`config.mk`:
```
export PLATFORM = sky130hd
export DESIGN_NAME = fifo_rd_ctrl
export DESIGN_NICKNAME = d
export VERILOG_FILES = /design/src/rtl/fifo_rd_ctrl.sv
export SDC_FILE = /design/constraint.sdc
export NUM_CORES = 1
export LEC_CHECK = 0
export CORE_MARGIN = 10
export CORE_UTILIZATION = 51
export DETAILED_ROUTE_END_ITERATION = 12
export MAX_ROUTING_LAYER = met4
export PLACE_DENSITY = 0.84
export SYNTH_ARGS = -nofsm -noshare
export SYNTH_HDL_FRONTEND = slang
export SYNTH_SLANG_ARGS = --single-unit
```
`constraint.sdc`:
```
create_clock -name r_clk -period 6.75 [get_ports r_clk]
set_clock_uncertainty 0.05 [all_clocks]
set_input_delay 1.35 -clock r_clk [delete_from_list [all_inputs] [get_ports r_clk]]
set_output_delay 1.35 -clock r_clk [all_outputs]
set_load 0.02 [all_outputs]
```
`src/rtl/fifo_rd_ctrl.sv`:
```
// Read-side controller for the async FIFO.
// Synchronizes the write-domain Gray pointer, keeps the read pointer in binary and Gray form,
// issues memory read requests and presents a first-word-fall-through output register with a
// valid/ready handshake.
module fifo_rd_ctrl #(
    parameter  int WIDTH     = 8,
    parameter  int DEPTH     = 16,
    parameter  int AE_THRESH = 2,
    localparam int ADDR      = $clog2(DEPTH)
) (
    input  logic             r_clk,
    input  logic             r_rst,
    input  logic [ADDR:0]    wptr_gray,
    output logic [ADDR:0]    rptr_gray,
    output logic [ADDR-1:0]  raddr,
    output logic             rd_rq,
    output logic             empty,
    input  logic [WIDTH-1:0] rdata_mem,
    output logic [WIDTH-1:0] dout,
    output logic             dout_valid,
    input  logic             dout_ready,
    output logic [ADDR:0]    rd_count,
    output logic             almost_empty
);

    localparam logic [ADDR:0] AE_LIM = AE_THRESH[ADDR:0];

    typedef enum logic {
        OUT_IDLE = 1'b0,
        OUT_FULL = 1'b1
    } out_state_t;

    out_state_t    state;
    logic [ADDR:0] rbin;
    logic [ADDR:0] wq1;
    logic [ADDR:0] wq2;
    logic [ADDR:0] rbin_next;
    logic [ADDR:0] rgray_next;
    logic [ADDR:0] wbin_sync;
    logic [ADDR:0] count_next;
    logic          pop;

    function automatic logic [ADDR:0] gray2bin(input logic [ADDR:0] g);
        logic [ADDR:0] b;
        b = '0;
        b[ADDR] = g[ADDR];
        for (int unsigned i = 0; i < ADDR; i++) begin
            b[ADDR-1-i] = b[ADDR-i] ^ g[ADDR-1-i];
        end
        return b;
    endfunction

    assign dout_valid = (state == OUT_FULL);
    assign raddr      = rbin[ADDR-1:0];
    assign rd_rq      = pop;

    // Pop decision and next-pointer / next-count arithmetic
    always_comb begin
        pop        = !r_rst && !empty && (!dout_valid || dout_ready);
        rbin_next  = rbin + {{ADDR{1'b0}}, pop};
        rgray_next = rbin_next ^ (rbin_next >> 1);
        wbin_sync  = gray2bin(wq2);
        count_next = wbin_sync - rbin_next;
    end

    // Write-pointer synchronizer, read pointer, empty/count/almost-empty flags
    always_ff @(posedge r_clk) begin
        if (r_rst) begin
            wq1          <= '0;
            wq2          <= '0;
            rbin         <= '0;
            rptr_gray    <= '0;
            empty        <= 1'b1;
            rd_count     <= '0;
            almost_empty <= 1'b1;
        end else begin
            wq1          <= wptr_gray;
            wq2          <= wq1;
            rbin         <= rbin_next;
            rptr_gray    <= rgray_next;
            empty        <= (rgray_next == wq2);
            rd_count     <= count_next;
            almost_empty <= (count_next <= AE_LIM);
        end
    end

    // Output register FSM: load on pop, hold under backpressure, drain to idle
    always_ff @(posedge r_clk) begin
        if (r_rst) begin
            state <= OUT_IDLE;
            dout  <= '0;
        end else begin
            case (state)
                OUT_IDLE: begin
                    if (pop) begin
                        dout  <= rdata_mem;
                        state <= OUT_FULL;
                    end
                end
                OUT_FULL: begin
                    if (dout_ready) begin
                        if (pop) begin
                            dout <= rdata_mem;
                        end else begin
                            state <= OUT_IDLE;
                        end
                    end
                end
                default: state <= OUT_IDLE;
            endcase
        end
    end

endmodule
```
==> metrics.md <==
| Metric | Value |
|---|---|
| Initial antenna violation count | 0 |
| Post-CTS setup buffers | 0 |
| Die area | 5610 µm² |
| Cells on worst reg2reg path | 11 |
| Htree depth | 2 |
| Vias in the first global route | 1176 |
| Mapped Nets | 176 |
| Cell area after synthesis | 1540 µm² |
| Post-synth top cells | 35 x dfxtp_1, 15 x nor2b_1, 13 x nor2_1, 11 x nand2b_1, 11 x xnor2_1 |
| Worst path cell trace | clkdlybuf4s50_1, buf_4, nor3_1, buf_4, clkdlybuf4s50_1 |
| Asr flop ratio synth | 0% |
| Diodes inserted | 0 |
| IO Pins | 42 |
| Initial Util | 54.4% |
| Nets | 221 |
| Final worst slack | 2.29 ns |
| CTS Buffer Depth | 2 |
| Distinct cells, synth | 32 |
| Slowest stage cell, crit path | clkdlybuf4s50_1 |
| Avg Inst Size Synth | 10.1 µm² |
| ANT nets after route | 0 |
| DR DRC count | 0 |
| Root Driver | clkbuf_4 |
| Worst slew pin tran | 0.559 ns |
| Sequential cell area fraction in the yosys report | 45.5% |
| Synthesized instance count | 153 |
| Pwr Density | 252 nW/µm² |
| Post-DR vias/cell | 5.06 |
| Yosys reg bits | 35 |
| Detail Placement HPWL | 2.62 mm |
| Top cell type's share of synthesized area | 45.5% |
| MaxCap Viol Count | 0 |
| Final worst-path cycle share | 66.0% |
| Placed cell count | 222 |
| Most numerous cell in the Yosys netlist | dfxtp_1 |
| WL final | 3.27 mm |
| Min-Delay Path Class | flip-flop to flip-flop |
| Die height | 74.9 µm |
| Worst setup SP type | primary input |
| Number of flops mapped to enable cells by yosys | 0 |
| Routed wire per std cell | 14.2 µm |
| Final setup vio count | 0 |
| # port buffers | 41 |
| DP Worst Slack | 2.00 ns |
| Largest cells by area after synthesis | dfxtp_1 46%, xnor2_1 6.3%, nor2b_1 6.1%, ha_1 4.9%, nand2b_1 4.5% |
| Clock Sinks | 35 |
| Via count | 1163 |
| Total Power | 0.521 mW |
| Peak VDD IR | 267 µV |
| Area of the core | 2830 µm² |
| Crit path kind | primary input to primary output |
| P_leak | 0.821 nW |
| Fin util | 73.2% |
| Critical Path AT | 3.06 ns |
| Status | finished clean |
| FMAX | 0.224 GHz |
| Final TNS setup | 0 ns |
| Non-Filler Instances | 230 |
| Area Overhead vs Synth | 34.6% |
| Skew-Pair Late Insertion Delay | 0.33 ns |
| First-pass GRT wire length | 5.39 mm |
| Total gr overflow | 0 |
| Worst path required time | 5.35 ns |
| Worst hold slack | 0.399 ns |
| Clk pin slew, worst setup/hold paths | 0.10 ns |
| RSZ-0062 raised after global routing | no |
| Main flop type after synthesis | dfxtp_1 |
| Drt initial violations | 89 |
| Cell area after layout | 2070 µm² |
| Filler instances | 229 |
| Fin. Hold Viols | 0 |
| Max-slew violation count | 0 |
| Placed Area | 1980 µm² |
| Layout cells sized above 1 | 8.54% |
| Tot GR Track Use | 12.7% |
| CP peak stage delay | 0.64 ns |
| Post-cts sizing count | 0 |
| Row count | 19 |
| Hold path cells | 1 |
| Nature of the critical path endpoint | primary output |
| Relative slew slack | 62.4% |
| Placer Congestion | 0.870 |
| Pin count of the biggest net entering global routing | 38 |
| Min Clock Period, post-route | 4.46 ns |
| Max FO, Critical Path | 37 |
| CTS buffer count | 5 |
| Yosys top cell by area | dfxtp_1 |
| CTS tree | done |
| # hold bufs at CTS | 0 |
| Pre-antenna DRT Iters | 4 |
| Synth warn | 0 |
| Die Wd | 74.9 µm |
-- layout by cell type, fill, tap and decap left out, types with 2 or more instances in the layout --
master / netlist / routed
clkdlybuf4s50_1: 0 / 41
dfxtp_1: 35 / 35
nor2b_1: 15 / 15
nor2_1: 13 / 13
xnor2_1: 11 / 11
nand2b_1: 11 / 11
nand2_1: 10 / 10
o21ai_0: 9 / 9
ha_1: 6 / 6
clkbuf_4: 0 / 5
inv_1: 4 / 4
nand3_1: 3 / 3
xor2_1: 3 / 3
a21oi_1: 3 / 3
nor3_1: 2 / 2
xnor3_2: 2 / 2
and3_1: 2 / 2
o221ai_1: 2 / 2
a21o_1: 2 / 2
a31oi_1: 2 / 2
buf_4: 0 / 2
-- logic make-up (layout without fill, tap and decap cells) --
group	Yosys count	in the layout	synth area share (%)
muxes	1	1	0.650
xor gates and xnor gates	20	20	16.4
DFF	35	35	45.5
buffers and inverters	9	55	2.19
AOI/OAI and AO/OA	22	22	9.11
adders and majority gates	7	7	6.18
and+or+nand+nor	59	59	19.9
-- flip-flops by register name (all words and copies together) (netlist names) --
signal and cells:
dout 8, rd_count 5, rptr_gray 5, wq1 5
wq2 5, rbin 4, almost_empty 1, dout_valid 1
empty 1
-- worst max-delay path, delay by kind of cell --
family / cells / cell delay (ns)
buffers and inverters: 4 / 1.49
AND/OR/NAND/NOR: 1 / 0.20
-- report_power, final --
group / switching, mW / total [mW] / internal [mW]
Clock: 0.0659 / 0.153 / 0.0876
Sequential: 0.00739 / 0.232 / 0.224
Combinational: 0.0674 / 0.136 / 0.0687
-- cell type report --
cell class,instances,area (µm²),area share [%]
multi-input cells,109,805,38.9
flip-flops and latches,35,701,33.8
repair buffers,43,425,20.5
clock buffers,6,51.3,2.48
well taps,31,38.8,1.87
clock inverters,2,35.0,1.69
inverters,4,15.0,0.725
-- final timing paths --
path	startpoint	to	slack, ns
worst max register to register	wq2[4]$_SDFF_PP0_	almost_empty$_SDFF_PP1_	3.47
worst max-delay path	r_rst	rd_rq	2.29
worst min-delay path	wq1[3]$_SDFF_PP0_	wq2[3]$_SDFF_PP0_	0.40
worst min register to register	wq1[3]$_SDFF_PP0_	wq2[3]$_SDFF_PP0_	0.40
-- routing by layer --
| layer | vias up | global-route usage [%] | wire length [µm] |
|---|---|---|---|
| li1 | 592 | - | - |
| met1 | 536 | 12.9 | 1300 |
| met2 | 30 | 22.7 | 1750 |
| met3 | 5 | 3.81 | 186 |
| met4 | 0 | 4.62 | 34 |
| met5 | - | - | 0 |
Note: power is estimated with default switching activity, not from simulation.
==> edit 1, RTL diff (same settings) <==
Make the reset (`r_rst`) asynchronous in 2 clocked blocks.
--- a/src/rtl/fifo_rd_ctrl.sv
+++ b/src/rtl/fifo_rd_ctrl.sv
@@ -65,5 +65,5 @@
 
     // Write-pointer synchronizer, read pointer, empty/count/almost-empty flags
-    always_ff @(posedge r_clk) begin
+    always_ff @(posedge r_clk or posedge r_rst) begin
         if (r_rst) begin
             wq1          <= '0;
@@ -86,5 +86,5 @@
 
     // Output register FSM: load on pop, hold under backpressure, drain to idle
-    always_ff @(posedge r_clk) begin
+    always_ff @(posedge r_clk or posedge r_rst) begin
         if (r_rst) begin
             state <= OUT_IDLE;
Function: differs if r_rst is asserted again (counterexample within 4 cycles, from zero or initial values and one cycle with r_rst high); with r_rst held inactive, the same outputs for 10 cycles.
==> edit 1 against the unedited design <==
- non-clock buffer count down 1
- cell area down 3.5%
- sequential cell count unchanged
- routed wire length down 6.7%
- area after synthesis down 3.7%
- global-route usage about the same
- setup slack worse by 25 ps
- critical path type unchanged
Power is not compared: it rests on default switching activity, and its combinational part moved more than twofold at a synthesized area within 25%.
==> edit 1: results <==
critical_path:
  regToRegStartpoint: "empty$_DFF_PP1_"
  regToRegEndpoint: "almost_empty$_DFF_PP1_"
  cp_max_fo: 10
  cp.arrival_ps: 3080
  r2r_slack_ps: 3380
worst_hold_path:
  min_to: "wq2[2]$_DFF_PP0_"
  worstHoldStart: "wq1[2]$_DFF_PP0_"
  min_path_cells: 0
final_layout:
  num-nonclk-inverters: 9
  multi_input_area_um2: 569.3
  drive_above_1_share_pct: 10.65
  multi_input_comb_cells: 75
  clk_share_pct: 3.006
  n_all_buffers: 42
  fin_util_pct: 72.46
place:
  dp.cells: 192
  placed_area_um2: 1938
  gp_congestion: 0.8403
  place_ws_ps: 2097
detailed_routing:
  vias_per_cell: 5.040
  wl_mm: 3.050
  num_vias: 1008
  drtIter0Drc: 24
timing:
  tightestPinTransition_ps: 422.2
  fmax_mhz: 223.1
  hold_slack_ps: 307.6
grt:
  grt_max_degree: 25
  grt_pass1_wl_mm: 5.154
  grt_util_all_layers_pct: 12.76
  grt_pass1_vias: 1136
synthesis:
  synthTopCellsByArea: "dfrtp_1, nand2_1, xor2_1"
  synthMuxAreaShare_pct: 0
  synthArstFlopShare_pct: 100.0
  postSynthNetCount: 142
  synthDistinctLibCells: 26
  syn_area_per_cell_um2: 12.45
  synth_compound_area_share_pct: 4.561
run_status:
  status: "completed"
[edit 1: power by group]
group          total (mW)  leakage [nW]  switching [mW]  internal (mW)
clock               0.113        0.0353          0.0627         0.0504
sequential          0.323         0.411          0.0379          0.285
combinational       0.586         0.479           0.317          0.269
total                1.02         0.925           0.418          0.604
[edit 1: kinds of logic after synthesis]
family / after synthesis
AND/OR/NAND/NOR: 37
flip-flops: 35
XOR/XNOR: 23
buffers and inverters: 9
AO/OA/AOI/OAI: 8
adder cells (fa/ha/maj): 7
[edit 1: routing by layer]
layer / wire length [µm] / up-vias / global-route usage [%]
li1: - / 475 / -
met3: 230 / 11 / 4.307
met2: 1582 / 40 / 20.36
met1: 1153 / 482 / 13.10
met5: 0 / - / -
met4: 83 / 0 / 8.282
==> edit 2, RTL diff (same flow settings) <==
Without the edit above. `DEPTH`: 16 -> 8.
--- a/src/rtl/fifo_rd_ctrl.sv
+++ b/src/rtl/fifo_rd_ctrl.sv
@@ -5,5 +5,5 @@
 module fifo_rd_ctrl #(
     parameter  int WIDTH     = 8,
-    parameter  int DEPTH     = 16,
+    parameter  int DEPTH     = 8,
     parameter  int AE_THRESH = 2,
     localparam int ADDR      = $clog2(DEPTH)
Interface: changed (resized raddr, rd_count, rptr_gray and wptr_gray); port bits go from 42 to 38. The function was not compared with the original's and may differ.
==> edit 2 against the unedited design <==
- synthesized cell count decreased by 20%
- area after synthesis decreased by 22%
- power down 25%
- clock power is 40% lower
- routed wire length decreased by 20%
- sequential cell count decreased by 5
- fmax shrank 10%
- setup slack worse by 520 ps
- critical endpoint unchanged
- cell area shrank 22%
==> edit 2: results <==
grt:
  grt_pass1_vias: 961
  grt_util_all_layers_pct: 12.39
  grt_pass1_wl_mm: 4.167
  grt_max_degree: 26
synthesis:
  synth_common_cells: "dfxtp_1, nand2_1, nor2b_1, nor2_1, xnor2_1"
  synth_compound_area_share_pct: 9.290
  synthTopCellsByArea: "dfxtp_1, xnor2_1, nor2b_1"
  synthMuxAreaShare_pct: 0
  synthXorXnorAreaFrac_pct: 11.59
  synthDistinctLibCells: 27
  postSynthNetCount: 142
  synthAdderAreaFrac_pct: 5.846
run_status:
  status: "completed"
critical_path:
  slowest_delay_ps: 840
  r2r_slack_ps: 3350
  cp.arrival_ps: 3580
  cp_max_fo: 25
place:
  placed_area_um2: 1579
  numPortBuffers: 37
  gp_congestion: 0.8246
pwr:
  vdd_drop_max_uv: 171.0
  power_leakage_nw: 0.6638
  p_switching_mw: 0.1115
  swShare_pct: 28.35
  comb_power_share_pct: 25.8
timing:
  tightestPinTransition_ps: 831.6
final_layout:
  drive_above_1_share_pct: 5.590
  nNetsFinal: 181
clock_tree:
  clkSlewWorstSetupHoldPaths_ps: 80
detailed_routing:
  num_vias: 938
  drtIter0Drc: 22
-- edit 2: area by class of cell --
| class | instances | area, µm² |
|---|---|---|
| multi-input combinational | 83 | 558.0 |
| timing repair buffer | 37 | 370.4 |
| inverter | 4 | 15.01 |
| tap | 28 | 35.03 |
| sequential | 30 | 600.6 |
| clock buffer | 7 | 45.04 |
| fill | 166 | 609.3 |
-- edit 2: per-stage QoR --
stage,instances,hold slack [ps],utilization (%),setup slack [ps]
after CTS,189,392.9,72.72,1751
after detailed placement,182,373.4,70.70,1719
after floorplan,122,363.8,-,2209
after global placement,182,367.5,70.70,1824
final,189,390.6,72.72,1774
after global routing,189,407.6,72.72,1559
-- edit 2: routing by layer --
metal	GRT usage [%]	part of all wire (%)	up-vias
met5	-	0	-
met2	20.39	52	28
met4	7.538	2.5	0
met1	12.27	40	421
met3	4.405	6.2	8
li1	-	-	481
-- edit 2: worst max-delay path, delay by kind of cell --
kind                   cells  cell delay [ps]
and+or+nand+nor            1              660
buffers and inverters      2             1560
